File: src/rtl/window_buffer_ctrl.sv
// Frame sequencer for an NxN window buffer: accepts a raster pixel stream, drives the
// common shift enable, and flags complete windows, line ends and frame completion.
module window_buffer_ctrl #(
    parameter int N          = 3,
    parameter int IMG_WIDTH  = 640,
    parameter int IMG_HEIGHT = 480,
    localparam int CW = $clog2(IMG_WIDTH),
    localparam int RW = $clog2(IMG_HEIGHT)
) (
    input  logic          i_clk,
    input  logic          i_reset,
    input  logic          i_start,
    input  logic          i_abort,
    input  logic          i_pxl_valid,
    output logic          o_pxl_ready,
    input  logic          i_out_ready,
    output logic          o_shift_en,
    output logic          o_win_valid,
    output logic [CW-1:0] o_win_col,
    output logic [RW-1:0] o_win_row,
    output logic          o_line_end,
    output logic          o_frame_done,
    output logic          o_busy
);

    // state | meaning
    // IDLE  | waiting for i_start, no pixels accepted
    // RUN   | streaming pixels of the current frame
    // DONE  | one-cycle gap after the last pixel of the frame
    typedef enum logic [1:0] {ST_IDLE, ST_RUN, ST_DONE} state_t;

    localparam logic [CW-1:0] COL_LAST = CW'(IMG_WIDTH - 1);
    localparam logic [RW-1:0] ROW_LAST = RW'(IMG_HEIGHT - 1);
    localparam logic [CW-1:0] COL_MIN  = CW'(N - 1);
    localparam logic [RW-1:0] ROW_MIN  = RW'(N - 1);

    state_t        state_q, state_d;
    logic [CW-1:0] col;
    logic [RW-1:0] row;
    logic          accept;
    logic          col_last;
    logic          row_last;
    logic          win_full;
    logic          clear;

    assign accept   = o_shift_en;
    assign col_last = (col == COL_LAST);
    assign row_last = (row == ROW_LAST);
    assign win_full = (col >= COL_MIN) && (row >= ROW_MIN);
    assign clear    = ((state_q == ST_IDLE) && i_start && !i_abort) ||
                      ((state_q != ST_IDLE) && i_abort);

    always_ff @(posedge i_clk or posedge i_reset) begin
        if (i_reset) state_q <= ST_IDLE;
        else         state_q <= state_d;
    end

    always_comb begin
        state_d = state_q;
        case (state_q)
            ST_IDLE: if (i_start && !i_abort) state_d = ST_RUN;
            ST_RUN: begin
                if (i_abort)                              state_d = ST_IDLE;
                else if (accept && col_last && row_last)  state_d = ST_DONE;
            end
            ST_DONE: state_d = ST_IDLE;
            default: state_d = ST_IDLE;
        endcase
    end

    // Abort masks ready so it wins over a simultaneous valid pixel.
    always_comb begin
        o_pxl_ready = (state_q == ST_RUN) && i_out_ready && !i_abort;
        o_shift_en  = o_pxl_ready && i_pxl_valid;
        o_busy      = (state_q != ST_IDLE);
    end

    always_ff @(posedge i_clk or posedge i_reset) begin
        if (i_reset) begin
            col          <= '0;
            row          <= '0;
            o_win_valid  <= 1'b0;
            o_win_col    <= '0;
            o_win_row    <= '0;
            o_line_end   <= 1'b0;
            o_frame_done <= 1'b0;
        end else begin
            o_win_valid  <= accept && win_full;
            o_line_end   <= accept && col_last;
            o_frame_done <= accept && col_last && row_last;
            if (accept && win_full) begin
                o_win_col <= col;
                o_win_row <= row;
            end
            if (clear) begin
                col <= '0;
                row <= '0;
            end else if (accept) begin
                if (col_last) begin
                    col <= '0;
                    row <= row_last ? '0 : row + 1'b1;
                end else begin
                    col <= col + 1'b1;
                end
            end
        end
    end

endmodule
File: config.mk
export PLATFORM = sky130hd
export DESIGN_NAME = window_buffer_ctrl
export DESIGN_NICKNAME = d
export VERILOG_FILES = /design/src/rtl/window_buffer_ctrl.sv
export SDC_FILE = /design/constraint.sdc
export NUM_CORES = 1
export LEC_CHECK = 0
export ABC_AREA = 1
export BUFFER_PORTS_ARGS = -buffer_cell sky130_fd_sc_hd__buf_2
export CORE_ASPECT_RATIO = 1.4
export CORE_MARGIN = 2
export CORE_UTILIZATION = 31
export DETAILED_ROUTE_END_ITERATION = 7
export GPL_ROUTABILITY_DRIVEN = 0
export GPL_TIMING_DRIVEN = 0
export PLACE_DENSITY = 0.45
export SKIP_CTS_REPAIR_TIMING = 1
export SYNTH_ARGS = -nofsm -noshare
export SYNTH_HDL_FRONTEND = slang
export SYNTH_SLANG_ARGS = --single-unit
File: constraint.sdc
create_clock -name i_clk -period 2.53 [get_ports i_clk]
set_input_delay 0.253 -clock i_clk [delete_from_list [all_inputs] [get_ports i_clk]]
set_output_delay 0.253 -clock i_clk [all_outputs]
set_load 0.01 [all_outputs]
# After elaboration in Yosys (flattened, before gate mapping)

Index checks and enable logic that the tools add are counted.

Bits in registers: 43
Word-level logic and storage cells: 47
Output and inout port bits: 25

Reductions and logical operators: 19
Add/subtract/negate cells: 2
Mux-type cells: 11
Magnitude comparators: 2
Equality and inequality tests: 5

Operator list:

| kind                                                  | count |
|---|---|
| 2-to-1 mux 9 bit                                      | 4 |
| 2-to-1 mux 10 bit                                     | 3 |
| logical AND 1 bit                                     | 11 |
| adder 10 x 1 -> 10 bit (second input constant)        | 1 |
| equality test 10 bit (second input constant)          | 1 |
| >= comparator 10 x 2 -> 1 bit (second input constant) | 1 |
| adder 9 x 1 -> 9 bit (second input constant)          | 1 |
| equality test 9 bit (second input constant)           | 1 |
| >= comparator 9 x 2 -> 1 bit (second input constant)  | 1 |
| 2-to-1 mux 2 bit                                      | 3 |
| nonzero test 2 bit                                    | 3 |
| one-hot mux 2 bit (2 select lines)                    | 1 |
| AND reduction 2 bit                                   | 2 |
| != test 3 bit (second input constant)                 | 1 |
| equality test 2 x 1 -> 1 bit (second input constant)  | 1 |
| zero test 2 bit                                       | 1 |
| != test 2 x 1 -> 1 bit (second input constant)        | 1 |
| zero test 1 bit                                       | 1 |
| logical OR 1 bit                                      | 1 |

# Depth between registers and ports, before layout

Gate-level depths: netlist (run 1).

Depth in word-level cells: 9
Depth in mapped cells: 9
Mapped depth without buffers: 9

# Worst setup path before layout (run 1)

Ideal clock, no wire load.

Path type: register to register
Start point: register row[0]
End point: register o_win_col[9]
Clock period less this slack: 1.490 ns
Data arrival time: 1.373 ns
Path slack: 1.040 ns
Cell stages (with the launch flop): 8
Setup time: 0.117 ns
Data required time: 2.413 ns
Cells stage by stage: dfrtp_1 > inv_1 > ha_1 > nor3_1 > a21oi_4 > buf_4 > nand3_1 > nand2_1

Longest elaborated chain between the ends: 3

RTL lines:

| element                      | line | text |
|---|---|---|
| start: declaration           | 39   | `logic [RW-1:0] row;` |
| start signal: assignment     | 101  | `row <= row_last ? '0 : row + 1'b1;` |
| >= comparator 9 x 2 -> 1 bit | 49   | `assign win_full = (col >= COL_MIN) && (row >= ROW_MIN);` |
| logical AND 1 bit            | 49   |  |
| logical AND 1 bit            | 91   | `if (accept && win_full) begin` |
| end signal: assignment       | 92   | `o_win_col <= col;` |
| end: declaration             | 19   | `output logic [CW-1:0] o_win_col,` |

No other way between the ends.
A chain may end at the register's enable or synchronous reset.

# Final worst setup path (run 1)

Start point: register col[1]
End point: register row[4]

Longest elaborated chain between the ends: 3

RTL lines:

| element                       | line | text |
|---|---|---|
| start: declaration            | 38   | `logic [CW-1:0] col;` |
| start signal: assignment      | 103  | `col <= col + 1'b1;` |
| equality test 10 bit          | 47   | `assign col_last = (col == COL_LAST);` |
| nonzero test 2 bit (no line)  | n/a  |  |
| AND reduction 2 bit (no line) | n/a  |  |

No other way between the ends.

==> impl_metrics.yaml, run 1 <==
clock_tree:
  h-tree-depth: 2
  clock_latency_ps: 300
  clk_path_buf_depth: 2
  cts_root_buf: "clkbuf_8"
  numCtsBuffers: 5
  cts.sinks: 43
  cts_tree: "built"
  path_clk_slew_ps: 80
placed_design:
  dp_hpwl_um: 3700
  dpl_cell_area_sq_um: 2540
  place_inst: 413
  io_buffers: 30
die:
  num_rows: 36
  dieWidth_um: 76.0
  core_sq_um: 6980
  start_util: 0.322
  fp.dieH_um: 105
  num_io_pins: 31
  die-area_sq_um: 7960
global_routing:
  grt.overflow.total: 0
  grtUsageTotal: 0.139
  grt_pass1_vias: 1834
  grt_pass1_wl_um: 8980
  grt_antenna_before_repair: 0
  grt_max_degree: 26
worst_setup_path:
  r2r-end: "row[4]$_DFFE_PP0P_"
  crit_chain: "ha_1 > nand2_1 > nor2_2 > nand2_1 > nor2_4 > nor2_2 > nor2_4 > nand2_1 > o21ai_1"
  critPathKind: "reg -> reg"
  r2r_setup_slack_ps: 770
  cp-start-kind: "register"
  path_delay_family: "simple AND/OR/NAND/NOR gates"
  cp_slowest_stage_delay_ps: 450
  cp.arrival_ps: 2000
  path_max_fanout: 9
  worst_ep_required_time_ps: 2760
  end_kind: "register"
  regToRegStartpoint: "col[1]$_DFFE_PP0P_"
  reg2regPathDepth: 9
  crit_slowest_cell: "dfrtp_1"
  crit_top_cell: "nand2_1"
  cp_num_buf_inv: 0
hold_path:
  min_from: "i_start"
  holdPathStages: 3
  min_to: "state_q[0]$_DFFE_PP0P_"
  hold_class: "in -> reg"
detailed_routing:
  vias_per_cell: 4.51
  drt_iter0_drc: 85
  routed_wl_um: 5010
  drc_errors: 0
  vias: 1905
  wl_per_cell_um: 11.9
  first_pass_iters: 4
  drtAntennaViolNets: 0
sta:
  setup_viol: 0
  fin_tns_setup_ps: 0
  rsz0062_at_grt: "false"
  finClkSkew_ps: 6.85
  drv_slew: 0
  holdWs_ps: 209
  hold_viol_final: 0
  period_share: 0.697
  max_freq_ghz: 0.567
  slew-limit-headroom: 0.703
  fin_crit_ps: 1760
  worstMarginPinSlew_ps: 445
layout:
  finalNonFillerCells: 422
  final_common_cell: "nand2_1"
  final_nets: 336
  design_area_sq_um: 2680
  drive_gt1_frac: 0.193
  fillCellCount: 747
  areaGrowthSynthToFinish_pct: 19.2
  final_cell_mix: "nand2_1, dfrtp_1, buf_2"
  n_antenna_cell: 0
logic_synthesis:
  syn_area_per_cell_sq_um: 7.83
  syn_area_sq_um: 2250
  ys_ff_latch: 43
  synth_area_leaders: "dfrtp_1, nand2_1, nand3_1, inv_1, nor2_1"
  synth_cell_types: 26
  yosysWarnings: 0
  ys_seq_area_frac: 0.479
  synth_top_area_share: 0.479
  synth_nets: 297
  yosysTopAreaCell: "dfrtp_1"
  synth_cells: 287
power:
  p_leak_nw: 1.48
  irDropWorstVdd_mv: 0.236
  p_per_area_nw_per_um2: 583
flow_run:
  maxCapViolCount: 0
run_status:
  status: "finished, final reports clean"
==> metal layers <==
layer / GRT usage / up-vias / share of wire
li1: - / 985 / -
met1: 0.187 / 878 / 0.48
met2: 0.218 / 34 / 0.47
met3: 0.0268 / 8 / 0.034
met4: 0.0571 / 0 / 0.020
met5: 0 / - / 0
==> per-stage QoR <==
step | total power, mW | utilization | setup slack, ps
after floorplan | 0.878 | - | 1040
after global placement | 0.932 | 0.360 | 567
after detailed placement | 0.937 | 0.363 | 741
after CTS | 1.59 | 0.382 | 726
after global routing | 1.65 | 0.384 | 520
final | 1.56 | 0.384 | 767
==> Yosys cell counts (all sizes together) <==
cell	count
nand4	10
nor3	4
buf	8
dfrtp	43
nand3	33
a21oi	10
xor2	3
inv	35
o21ai	8
nor2	29
nand2	98
nor3b	1
ha	4
nand3b	1
==> sequential cells by signal, indices dropped and copies added, names as in the netlist <==
| name | count |
|---|---|
| o_win_valid | 1 |
| col | 10 |
| o_win_col | 10 |
| o_line_end | 1 |
| state_q | 2 |
| o_win_row | 9 |
| row | 9 |
| o_frame_done | 1 |
==> worst max path at each step <==
stage                             startpoint                        to  slack, ps  cells after the start
after CTS                 col[1]$_DFFE_PP0P_        row[4]$_DFFE_PP0P_        730                      9
after floorplan           row[0]$_DFFE_PP0P_  o_win_col[9]$_DFFE_PP0P_       1040                      7
final                     col[1]$_DFFE_PP0P_        row[4]$_DFFE_PP0P_        770                      9
after global routing      row[1]$_DFFE_PP0P_    state_q[0]$_DFFE_PP0P_        520                      8
after detailed placement  col[1]$_DFFE_PP0P_        row[4]$_DFFE_PP0P_        740                      9
after global placement               i_reset        col[8]$_DFFE_PP0P_        570                      2
==> where the power goes <==
part | internal [mW] | switching, mW
registers | 0.708 | 0.0251
logic | 0.0625 | 0.126
clock network | 0.395 | 0.244
==> cell type report <==
class                           count  area, sq um  area share
Buffer                              8         50.0      0.0187
Timing Repair Buffer               32          180      0.0673
Multi-Input combinational cell    201          987       0.369
Clock buffer                        6         72.6      0.0271
Inverter                           35          134      0.0500
Tap cell                           95          119      0.0444
Clock inverter                      2         60.1      0.0224
Sequential cell                    43         1080       0.402
==> worst min-delay path: stages <==
cell	delay (ps)
buf_2	90
nand3_1	70
nand2_1	60
==> logic make-up after synthesis <==
family,count (synthesis),synth area share
buffers and inverters,43,0.0818
adders and majority gates,4,0.0223
and+or+nand+nor,176,0.350
xor gates and xnor gates,3,0.0117
DFF,43,0.479
AOI/OAI and AO/OA,18,0.0551
(Power assumes the default switching activity.)
==> inputs of run 2 (changes only) <==
--- a/config.mk
+++ b/config.mk
@@ -13,7 +13,7 @@
 export DETAILED_ROUTE_END_ITERATION = 7
 export GPL_ROUTABILITY_DRIVEN = 0
 export GPL_TIMING_DRIVEN = 0
-export PLACE_DENSITY = 0.45
+export PLACE_DENSITY = 0.47
 export SKIP_CTS_REPAIR_TIMING = 1
 export SYNTH_ARGS = -nofsm -noshare
 export SYNTH_HDL_FRONTEND = slang
==> constraint.sdc (replaced) <==
create_clock -name i_clk -period 1.45 [get_ports i_clk]
set_input_delay 0.145 -clock i_clk [delete_from_list [all_inputs] [get_ports i_clk]]
set_output_delay 0.145 -clock i_clk [all_outputs]
set_load 0.01 [all_outputs]
==> run 2 against run 1 <==
The run now ends with setup timing left. First-iteration DRC count shrank 12%. Count of clock-buffer cells in the layout is the same. Register-to-register slack lost 890 ps. Largest cell class is now multi-input gates. Largest power group unchanged. Highest routed layer unchanged.
==> impl_metrics.yaml, run 2 (same netlist as run 1, synthesis figures left out) <==
worst_setup_path:
  crit_start: "row[0]$_DFFE_PP0P_"
  r2r-end: "row[5]$_DFFE_PP0P_"
  r2r_setup_slack_ps: -120
  cp.arrival_ps: 1760
  cp-start-kind: "register"
  path_max_fanout: 5
  end_kind: "register"
  worst_ep_required_time_ps: 1640
  endpoint: "row[5]$_DFFE_PP0P_"
  reg2regPathDepth: 7
  regToRegStartpoint: "row[0]$_DFFE_PP0P_"
  critPathKind: "reg -> reg"
layout:
  final_cell_mix: "nand2_1, dfrtp_1, buf_2"
  final_common_cell: "nand2_1"
  areaGrowthSynthToFinish_pct: 38.0
  drive_gt1_frac: 0.393
  final_nets: 360
  reg_top3: "col (10), o_win_col (10)"
  fin_util: 0.444
  fillCellCount: 745
  n_antenna_cell: 0
  finalNonFillerCells: 446
hold_path:
  hold_class: "in -> reg"
detailed_routing:
  first_pass_iters: 6
  wl_per_cell_um: 12.2
  routed_wl_um: 5460
  drt_iter0_drc: 75
  vias_per_cell: 4.56
  vias: 2035
  drc_errors: 0
  drtAntennaViolNets: 0
power:
  p_sw_frac: 0.300
  p_sw_uw: 772
  p_int_mw: 1.80
  irDropWorstVdd_mv: 0.322
  power_mw: 2.57
  power_frac_seq: 0.499
  power_frac_comb: 0.206
  pwr-share-clk: 0.295
  p_per_area_nw_per_um2: 829
  p_leak_nw: 1.64
flow_run:
  maxCapViolCount: 0
clock_tree:
  clock_latency_ps: 300
  clk_path_buf_depth: 2
  cts_root_buf: "clkbuf_8"
  path_clk_slew_ps: 80
  cts_tree: "built"
  numCtsBuffers: 5
  h-tree-depth: 2
  cts.sinks: 43
die:
  core_sq_um: 6980
  fp.dieH_um: 105
  dieWidth_um: 76.0
  die-area_sq_um: 7960
  num_rows: 36
  num_io_pins: 31
  start_util: 0.322
global_routing:
  grtUsageTotal: 0.133
  grt_pass1_vias: 1824
  grt.overflow.total: 0
  grt_max_degree: 25
  grt_antenna_before_repair: 0
  grt_pass1_wl_um: 8690
sta:
  setup_ws_ps: -123
  period_share: 1.08
  hold_viol_final: 0
  fin_crit_ps: 1570
  setup_viol: 40
  max_freq_ghz: 0.636
  drv_slew: 0
  rsz0062_at_grt: "true"
  worstMarginPinSlew_ps: 488
  slew-limit-headroom: 0.674
  finClkSkew_ps: 4.55
placed_design:
  io_buffers: 30
  place_inst: 413
  dp_hpwl_um: 3690
  dp_worst_setup_slack_ps: -328
run_status:
  violations: "setup timing"
  status: "finished, violations left"
-- run 2: metrics by stage --
| step | TNS [ps] | hold slack (ps) | cell area [sq um] |
|---|---|---|---|
| after floorplan | 0 | 290 | 2260 |
| after global placement | -24400 | 405 | 2520 |
| after detailed placement | -7060 | 192 | 2540 |
| after CTS | -8030 | -131 | 2630 |
| after global routing | -6740 | 134 | 3100 |
| final | -2600 | 98.0 | 3100 |
-- run 2: worst max-delay path, stage by stage (launching register included) --
cell	delay (ps)
dfrtp_1	430
ha_2	220
nand2_2	80
nor2_4	130
nand4_1	240
buf_4	230
nand4_1	70
o21ai_1	60
-- run 2: how the worst min path moves through the flow --
stage            start                       end  slack (ps)  cells past startpoint
2_1_floorplan  i_start    state_q[0]$_DFFE_PP0P_         290                      2
3_3_place_gp   i_start    state_q[0]$_DFFE_PP0P_         400                      3
3_5_place_dp   i_reset  o_win_row[6]$_DFFE_PP0P_         190                      2
4_1_cts        i_reset  o_win_row[6]$_DFFE_PP0P_        -130                      2
5_1_grt        i_start    state_q[0]$_DFFE_PP0P_         130                      3
6_report       i_start    state_q[0]$_DFFE_PP0P_         100                      3
-- run 2: power by group through the flow --
stage               combinational (mW)  sequential, mW  clock, mW
finish                           0.530            1.28      0.757
global route                     0.584            1.29      0.841
CTS                              0.339            1.28      0.790
detailed placement               0.339            1.30          0
global placement                 0.332            1.30          0
floorplan                        0.240            1.30          0
-- run 2: per-layer routing --
layer	wire, um	part of all wire	vias to the layer above	global-route usage
li1	-	-	1042	-
met1	2400	0.44	951	0.173
met2	2780	0.51	36	0.219
met3	200	0.037	6	0.0285
met4	79	0.014	0	0.0429
met5	0	0	-	0
-- run 2: layout make-up --
cell class                      count  area [sq um]  area share
Tap cell                           95           119      0.0383
Clock buffer                        6          72.6      0.0234
Inverter                           35           139      0.0448
Buffer                              8          87.6      0.0282
Clock inverter                      2          12.5     0.00403
Multi-Input combinational cell    202          1210       0.389
Sequential cell                    43          1080       0.349
Timing Repair Buffer               55           383       0.123
==> inputs of run 3 (changes only) <==
--- a/config.mk
+++ b/config.mk
@@ -12,8 +12,6 @@
 export CORE_UTILIZATION = 31
 export DETAILED_ROUTE_END_ITERATION = 7
 export GPL_ROUTABILITY_DRIVEN = 0
-export GPL_TIMING_DRIVEN = 0
-export PLACE_DENSITY = 0.47
 export SKIP_CTS_REPAIR_TIMING = 1
 export SYNTH_ARGS = -nofsm -noshare
 export SYNTH_HDL_FRONTEND = slang
==> run 3 against run 2 <==
The run still ends with setup timing left. Sequential power about the same. Via count rose by 9.0%. Clock power rose by 47%. Maximum frequency down 1.8%. First-iteration DRC count grew 120%. Count of clock-buffer cells in the layout is the same. Global-route usage rose by 0.76 points. Sequential share of layout area shrank 4.0 points. Combinational power rose by 22%. Hold slack better by 9.9 ps. Design area is 13% higher. Power grew 18%.
==> impl_metrics.yaml, run 3 (same netlist as run 1, synthesis figures left out) <==
sta:
  finClkSkew_ps: 6.86
  max_freq_ghz: 0.624
  setup_viol: 39
  hold_viol_final: 0
  setup_ws_ps: -152
  rsz0062_at_grt: "true"
  worstMarginPinSlew_ps: 277
  drv_slew: 0
  slew-limit-headroom: 0.815
  fin_crit_ps: 1600
  fin_tns_setup_ps: -3990
  period_share: 1.11
run_status:
  status: "finished, violations left"
  violations: "setup timing"
power:
  p_sw_uw: 800
  p_sw_frac: 0.265
  power_frac_comb: 0.214
  power_frac_seq: 0.418
  p_int_mw: 2.22
  p_per_area_nw_per_um2: 865
  power_mw: 3.02
  pwr-share-clk: 0.368
  p_leak_nw: 1.85
  irDropWorstVdd_mv: 0.387
die:
  die-area_sq_um: 7960
  num_rows: 36
  dieWidth_um: 76.0
  num_io_pins: 31
  fp.dieH_um: 105
  start_util: 0.322
  core_sq_um: 6980
global_routing:
  grt.overflow.total: 0
  grt_pass1_vias: 1975
  grt_max_degree: 44
  grt_pass1_wl_um: 9200
  grt_antenna_before_repair: 0
  grtUsageTotal: 0.140
worst_setup_path:
  path_max_fanout: 6
  end_kind: "register"
  cp-start-kind: "register"
  critPathKind: "reg -> reg"
  reg2regPathDepth: 8
  worst_ep_required_time_ps: 1690
  cp.arrival_ps: 1840
clock_tree:
  cts_tree: "built"
  clock_latency_ps: 300
  cts_root_buf: "clkbuf_8"
  cts.sinks: 43
  h-tree-depth: 2
  path_clk_slew_ps: 80
  numCtsBuffers: 5
  clk_path_buf_depth: 2
placed_design:
  io_buffers: 30
  dp_hpwl_um: 3750
detailed_routing:
  drc_errors: 0
  vias: 2218
  drt_iter0_drc: 163
  routed_wl_um: 6140
  wl_per_cell_um: 13.0
  vias_per_cell: 4.70
  drtAntennaViolNets: 0
  first_pass_iters: 4
hold_path:
  hold_class: "in -> reg"
  holdPathStages: 3
layout:
  drive_gt1_frac: 0.462
  final_common_cell: "nand2_1"
  n_antenna_cell: 0
  final_nets: 386
  areaGrowthSynthToFinish_pct: 55.6
  final_cell_mix: "nand2_1, buf_4, dfrtp_1"
  reg_top3: "col (10), o_win_col (10)"
flow_run:
  maxCapViolCount: 0
run 3: per-stage QoR:
step                      worst slack (ps)  area, sq um  cells  hold WS [ps]  utilization
after global placement                -112         2800    443           225        0.402
after CTS                             -173         2940    451         -81.4        0.421
final                                 -152         3500    472           108        0.501
after floorplan                       11.1         2260    287           290            -
after global routing                  -251         3500    472           106        0.501
after detailed placement              -126         2800    443           236        0.402
run 3: path summary, 6_finish.rpt:
path	startpoint	endpoint	slack [ps]
max in group asynchronous	i_reset	state_q[0]$_DFFE_PP0P_	770
max	row[1]$_DFFE_PP0P_	o_win_col[9]$_DFFE_PP0P_	-150
min reg2reg	o_win_row[5]$_DFFE_PP0P_	o_win_row[5]$_DFFE_PP0P_	480
max reg2reg	row[1]$_DFFE_PP0P_	o_win_col[9]$_DFFE_PP0P_	-150
min	i_start	state_q[0]$_DFFE_PP0P_	110
min in group asynchronous	i_reset	o_win_row[0]$_DFFE_PP0P_	460
run 3: per-layer routing:
metal	wire, um	share of wire	vias to the layer above	global-route usage
li1	-	-	1093	-
met1	2480	0.40	1070	0.186
met2	3340	0.54	45	0.226
met3	198	0.032	10	0.0268
met4	121	0.020	0	0.0558
met5	0	0	-	0
run 3: layout make-up:
class | count | area (sq um)
inverter | 35 | 139
clock inverter | 2 | 60.1
timing repair buffer | 89 | 743
clock buffer | 6 | 72.6
fill | 639 | 3490
multi-input combinational | 202 | 1280
tap | 95 | 119
sequential | 43 | 1080
run 3: worst max-delay path, cell delays in order, from the launching register on:
cell and delay (ps):
dfrtp_1 390, buf_4 170, ha_1 230, nor3_4 220
nand2_1 140, nand3_4 140, clkbuf_16 170, nand2_1 50
nand2_1 50
run 3: power groups by stage:
stage / Sequential, mW / Clock (mW) / Combinational, mW
2_1_floorplan: 1.30 / 0 / 0.240
3_3_place_gp: 1.28 / 0 / 0.462
3_5_place_dp: 1.28 / 0 / 0.464
4_1_cts: 1.26 / 1.13 / 0.465
5_1_grt: 1.27 / 1.18 / 0.699
6_report: 1.27 / 1.11 / 0.646
